<file path="config.mk">
export PLATFORM = sky130hd
export DESIGN_NAME = bcd_accumulator
export DESIGN_NICKNAME = d
export VERILOG_FILES = /design/src/rtl/bcd_pkg.sv /design/src/rtl/bcd_digit_adder.sv /design/src/rtl/bcd_accumulator.sv
export SDC_FILE = /design/constraint.sdc
export NUM_CORES = 1
export LEC_CHECK = 0
export ABC_CLOCK_PERIOD_IN_PS = 5000
export BUFFER_PORTS_ARGS = -buffer_cell sky130_fd_sc_hd__buf_4
export CAP_MARGIN = 20
export CELL_PAD_IN_SITES_DETAIL_PLACEMENT = 1
export CELL_PAD_IN_SITES_GLOBAL_PLACEMENT = 1
export CORE_AREA = 2 2 79 81
export CTS_BUF_LIST = sky130_fd_sc_hd__clkbuf_8
export DETAILED_ROUTE_END_ITERATION = 8
export DIE_AREA = 0 0 81 83
export PLACE_DENSITY_LB_ADDON = 0.1
export REMOVE_ABC_BUFFERS = 1
export SLEW_MARGIN = 20
export SYNTH_ARGS = -nofsm -noshare
export SYNTH_HDL_FRONTEND = slang
export SYNTH_SLANG_ARGS = --single-unit
export TNS_END_PERCENT = 20
</file>
<file path="constraint.sdc">
create_clock -name clk -period 5 [get_ports clk]
set_input_delay 1 -clock clk [delete_from_list [all_inputs] [get_ports clk]]
set_output_delay 1 -clock clk [all_outputs]
set_load 0.1 [all_outputs]
</file>
<file path="src/rtl/bcd_pkg.sv">
// Shared types and helpers for the digit-serial BCD accumulator.
package bcd_pkg;

    localparam int unsigned BCD_W = 4;

    typedef enum logic [1:0] {
        IDLE = 2'd0,
        ADD  = 2'd1,
        DONE = 2'd2
    } bcd_acc_state_t;

    function automatic logic is_bcd(input logic [3:0] nib);
        return nib <= 4'd9;
    endfunction

endpackage

</file>
<file path="src/rtl/bcd_digit_adder.sv">
// Combinational single-digit BCD adder: a + b + cin -> decimal digit and carry.
module bcd_digit_adder
    import bcd_pkg::*;
(
    input  logic [BCD_W-1:0] a,
    input  logic [BCD_W-1:0] b,
    input  logic             cin,
    output logic [BCD_W-1:0] sum,
    output logic             cout
);

    logic [BCD_W:0] raw;

    always_comb begin
        raw  = {1'b0, a} + {1'b0, b} + {{BCD_W{1'b0}}, cin};
        cout = raw > 5'd9;
        // Adding 6 skips the six unused codes and lands on the decimal digit.
        sum  = cout ? (raw[BCD_W-1:0] + 4'd6) : raw[BCD_W-1:0];
    end

endmodule

</file>
<file path="src/rtl/bcd_accumulator.sv">
// Accumulates 0..199 adder results into a DIGITS-digit BCD total, one digit per clock,
// with sticky overflow and an invalid-digit pulse.
module bcd_accumulator
    import bcd_pkg::*;
#(
    parameter int unsigned DIGITS = 4
) (
    input  logic                    clk,
    input  logic                    rst,
    input  logic                    in_valid,
    output logic                    in_ready,
    input  logic [7:0]              in_sum,
    input  logic                    in_carry,
    input  logic                    clear,
    output logic [BCD_W*DIGITS-1:0] total,
    output logic                    out_valid,
    output logic                    overflow,
    output logic                    bad_digit
);

    localparam int unsigned IDX_W = $clog2(DIGITS);
    localparam int unsigned TOT_W = BCD_W * DIGITS;

    bcd_acc_state_t   state_q;
    logic [IDX_W-1:0] d_q;
    logic [8:0]       add_q;
    logic [TOT_W-1:0] work_q;
    logic [TOT_W-1:0] work_next;
    logic [TOT_W-1:0] total_q;
    logic             c_q;
    logic             overflow_q;
    logic             out_valid_q;
    logic             bad_digit_q;

    logic [BCD_W-1:0] work_dig;
    logic [BCD_W-1:0] add_dig;
    logic [BCD_W-1:0] sum_dig;
    logic             dig_cout;
    logic             hs;
    logic             in_ok;
    logic             last;

    assign in_ready  = (state_q == IDLE) && !clear;
    assign hs        = in_valid && in_ready;
    assign in_ok     = is_bcd(in_sum[3:0]) && is_bcd(in_sum[7:4]);
    assign last      = d_q == IDX_W'(DIGITS - 1);
    assign total     = total_q;
    assign out_valid = out_valid_q;
    assign overflow  = overflow_q;
    assign bad_digit = bad_digit_q;

    // Addend holds only units, tens and the hundreds carry; higher digits read as zero.
    always_comb begin
        add_dig = '0;
        if (d_q == IDX_W'(0)) begin
            add_dig = add_q[3:0];
        end else if (d_q == IDX_W'(1)) begin
            add_dig = add_q[7:4];
        end else if (d_q == IDX_W'(2)) begin
            add_dig = {3'b000, add_q[8]};
        end
    end

    always_comb begin
        work_dig  = work_q[d_q*BCD_W +: BCD_W];
        work_next = work_q;
        work_next[d_q*BCD_W +: BCD_W] = sum_dig;
    end

    bcd_digit_adder u_digit_adder (
        .a    (work_dig),
        .b    (add_dig),
        .cin  (c_q),
        .sum  (sum_dig),
        .cout (dig_cout)
    );

    always_ff @(posedge clk or posedge rst) begin
        if (rst) begin
            state_q     <= IDLE;
            d_q         <= '0;
            add_q       <= '0;
            work_q      <= '0;
            total_q     <= '0;
            c_q         <= 1'b0;
            overflow_q  <= 1'b0;
            out_valid_q <= 1'b0;
            bad_digit_q <= 1'b0;
        end else begin
            out_valid_q <= 1'b0;
            bad_digit_q <= 1'b0;
            case (state_q)
                IDLE: begin
                    if (clear) begin
                        total_q    <= '0;
                        overflow_q <= 1'b0;
                    end else if (hs) begin
                        if (in_ok) begin
                            add_q   <= {in_carry, in_sum};
                            work_q  <= total_q;
                            c_q     <= 1'b0;
                            d_q     <= '0;
                            state_q <= ADD;
                        end else begin
                            bad_digit_q <= 1'b1;
                        end
                    end
                end
                ADD: begin
                    work_q <= work_next;
                    c_q    <= dig_cout;
                    d_q    <= d_q + 1'b1;
                    // Commit on the last digit so total and out_valid appear together in DONE.
                    if (last) begin
                        total_q     <= work_next;
                        out_valid_q <= 1'b1;
                        if (dig_cout) begin
                            overflow_q <= 1'b1;
                        end
                        state_q <= DONE;
                    end
                end
                DONE: begin
                    state_q <= IDLE;
                end
                default: begin
                    state_q <= IDLE;
                end
            endcase
        end
    end

endmodule

</file>
==> impl_metrics.toml <==
[outcome]
outcome = "finished, final reports clean"

[sta]
final.setup_skew_ps = 3.76
hold_violations = 0
fmax_ghz = 0.250
final.setup.tns_ps = 0
rsz0062_at_grt = "false"
setup_viol_count_final = 0
finalCriticalPeriod_ps = 3990
worst_slew_pin_slew_ps = 1040
relSlewSlack_pct = 30.6
drv_slew = 0
fin_crit_sh_pct = 79.9

[grt]
grt_max_degree = 50
grt_pass1_vias = 2448
grt_overflow = 0
antenna_found_initial = 0
grtUsageTotal_pct = 23.9
grt_pass1_wl_um = 12500

[clocking]
cts_resized = 0
cts_hold_buffers = 0
cts_setup_buffers = 0
root_buffer = "clkbuf_8"
cts.sinks = 49
h-tree-depth = 2
insertion_delay_ps = 300
clkTransAtPathRegs_ps = 90
cts_tree = "done"
cts_inserted_buffers = 5
cts_buffer_depth = 2

[yosys]
synth.avg_cell_area_um2 = 9.83
ys_ff_latch = 49
synth_seq_area_share_pct = 45.2
synth_top_area_share_pct = 45.2
synth_cell_types = 40
yosys_warnings = 0
synth_area_um2 = 2710
async_flop_share_pct = 100
synth.largest_area_cell = "dfrtp_1"
ys.flop_type = "dfrtp_1"
ys_top_cells_by_area = "dfrtp_1 (45%), nand2_1 (6.6%), o31ai_1 (5.3%)"
syn-instance-count = 276
synth-edff-count = 0

[critical_path]
cp-startpoint = "d_q[0]$_DFFE_PP0P_"
cp.required_ps = 5200
crit_fanout = 11
end_kind = "flop"
r2r_slack_ps = 1010
crit_path_end = "total[1]$_DFFE_PP0P_"
r2r-end = "total[1]$_DFFE_PP0P_"
critPathSlowestCell = "dfrtp_1"
reg2reg_from = "d_q[0]$_DFFE_PP0P_"
crit_type = "reg -> reg"
setup.worst_path.start_class = "flop"
worstPathArrival_ps = 4190
path_cells = "inv_1 -> ha_1 -> nand2_1 -> nor2_1 -> a21oi_1 -> nor2_1 -> a21oi_1 -> fa_1 -> inv_1 -> fa_1 -> xnor2_1 -> ha_1 -> a22o_1 -> o31a_4 -> xnor2_4 -> o311ai_1"
reg2reg_depth = 16
max_stage_delay_ps = 620

[route]
vias_per_cell = 5.95
drt_wl_total_um = 7450
drt-met1-wl_um = 3380
drt_iter0_markers = 142
route.met2.wl_um = 3710
postRouteAntennaNets = 0
wl_met3_um = 288
vias = 2256
first_pass_iters = 4
drc_errors = 0
top_layer = "met4"
routedWlPerCell_um = 19.7

[cells_and_area]
multi_input_area_um2 = 1380
fin_util_pct = 53.3
drive_gt1_share_pct = 18.8
regArea_um2 = 1230
nets = 330
stdcell_count = 379
area_growth_pct = 14.2
diodes = 0
nFillCells = 680

[floorplan]
core_area_um2 = 5820
initial_utilization_pct = 46.6
die_w_um = 81
dieArea_um2 = 6720
die_h_um = 83
num_rows = 28
io_pins = 33

[placed_design]
port_buffers = 32
place.gp.congestion = 0.826
placed_cells = 372
dp_hpwl_um = 5260

[worst_hold_path]
hp-class = "reg -> reg"

[flow_run]
cap_viol_max_count = 0
-- final cells by class --
cell class	instances	area share (%)
clock buffer	6	2.67
clock inverter	1	0.242
inverter	15	1.86
multi-input combinational	200	44.6
sequential	49	39.6
tap	75	3.03
timing repair buffer	33	8.00
-- cell usage after synthesis, drive strengths merged (2+ instances only) --
master and instances:
a21o 2, a21oi 12, a22o 5, a22oi 12, a31oi 2, and3 7, buf 2, clkbuf 10
dfrtp 49, fa 2, ha 11, inv 14, mux2i 4, mux4 4, nand2 48, nand3 4
nand4 2, nor2 13, nor2b 6, nor3 3, o21ai 17, o21bai 4, o22ai 10, o31ai 19
or2 2, xnor2 2
-- how the worst min path moves through the flow --
stage / start / cells past startpoint / to
5_1_grt: add_q[5]$_DFFE_PP0P_ / 2 / add_q[5]$_DFFE_PP0P_
3_5_place_dp: add_q[1]$_DFFE_PP0P_ / 2 / add_q[1]$_DFFE_PP0P_
4_1_cts: add_q[1]$_DFFE_PP0P_ / 2 / add_q[1]$_DFFE_PP0P_
2_1_floorplan: add_q[1]$_DFFE_PP0P_ / 2 / add_q[1]$_DFFE_PP0P_
3_3_place_gp: add_q[2]$_DFFE_PP0P_ / 2 / add_q[2]$_DFFE_PP0P_
6_report: add_q[6]$_DFFE_PP0P_ / 2 / add_q[6]$_DFFE_PP0P_
-- flip-flops by register name, summed over array words and instances (netlist names) --
signal,flops
d_q,2
bad_digit,1
overflow,1
total,16
work_q,16
out_valid,1
state_q,2
add_q,9
c_q,1
-- per-stage QoR --
stage                     setup WS [ps]  hold WS, ps  instance area (um^2)
final                              1010          500                  3100
after global routing                608          542                  3100
after CTS                           936          501                  3100
after detailed placement            978          481                  3010
after global placement             1220          469                  3010
after floorplan                     390          446                  2670
-- worst max-delay path: cells and delay by family (launching register included) --
family | cells | cell delay, ps
AOI/OAI and AO/OA | 5 | 1220
xor gates and xnor gates | 2 | 390
adders and majority gates | 4 | 1190
buffers and inverters | 2 | 270
DFF | 1 | 620
and+or+nand+nor | 3 | 190
-- placed cells by master (no fill, tap or decap), types with 2 or more instances in the layout --
master / n
a21oi_1: 12
mux2i_1: 3
a22o_1: 5
nor2b_1: 6
nand3_1: 4
o21ai_0: 16
a22oi_1: 12
buf_4: 33
nor2_1: 13
inv_1: 13
o21bai_1: 4
o22ai_1: 10
and3_1: 7
o31ai_1: 19
a21o_2: 2
dfrtp_1: 49
a31oi_1: 2
clkbuf_8: 6
or2_2: 2
nor3_1: 3
mux4_2: 4
nand2_1: 48
fa_1: 2
ha_1: 11
-- kinds of logic (layout without fill, tap and decap cells) --
family | after synthesis | count (layout) | share of synthesized area (%)
XOR/XNOR | 2 | 2 | 1.34
buffers and inverters | 27 | 55 | 3.83
adder cells (fa/ha/maj) | 13 | 13 | 6.55
flip-flops | 49 | 49 | 45.2
AND/OR/NAND/NOR | 87 | 87 | 14.5
AO/OA/AOI/OAI | 90 | 90 | 23.3
multiplexers | 8 | 8 | 5.26
-- metal layers --
| metal | global-route usage (%) | up-vias |
|---|---|---|
| li1 | - | 1054 |
| met1 | 33.9 | 1138 |
| met2 | 38.6 | 55 |
| met3 | 3.26 | 9 |
| met4 | 5.70 | 0 |
| met5 | 0 | - |
Power is not shown: default switching activity piles up to over one toggle a cycle in this logic, so the estimate is an artifact.
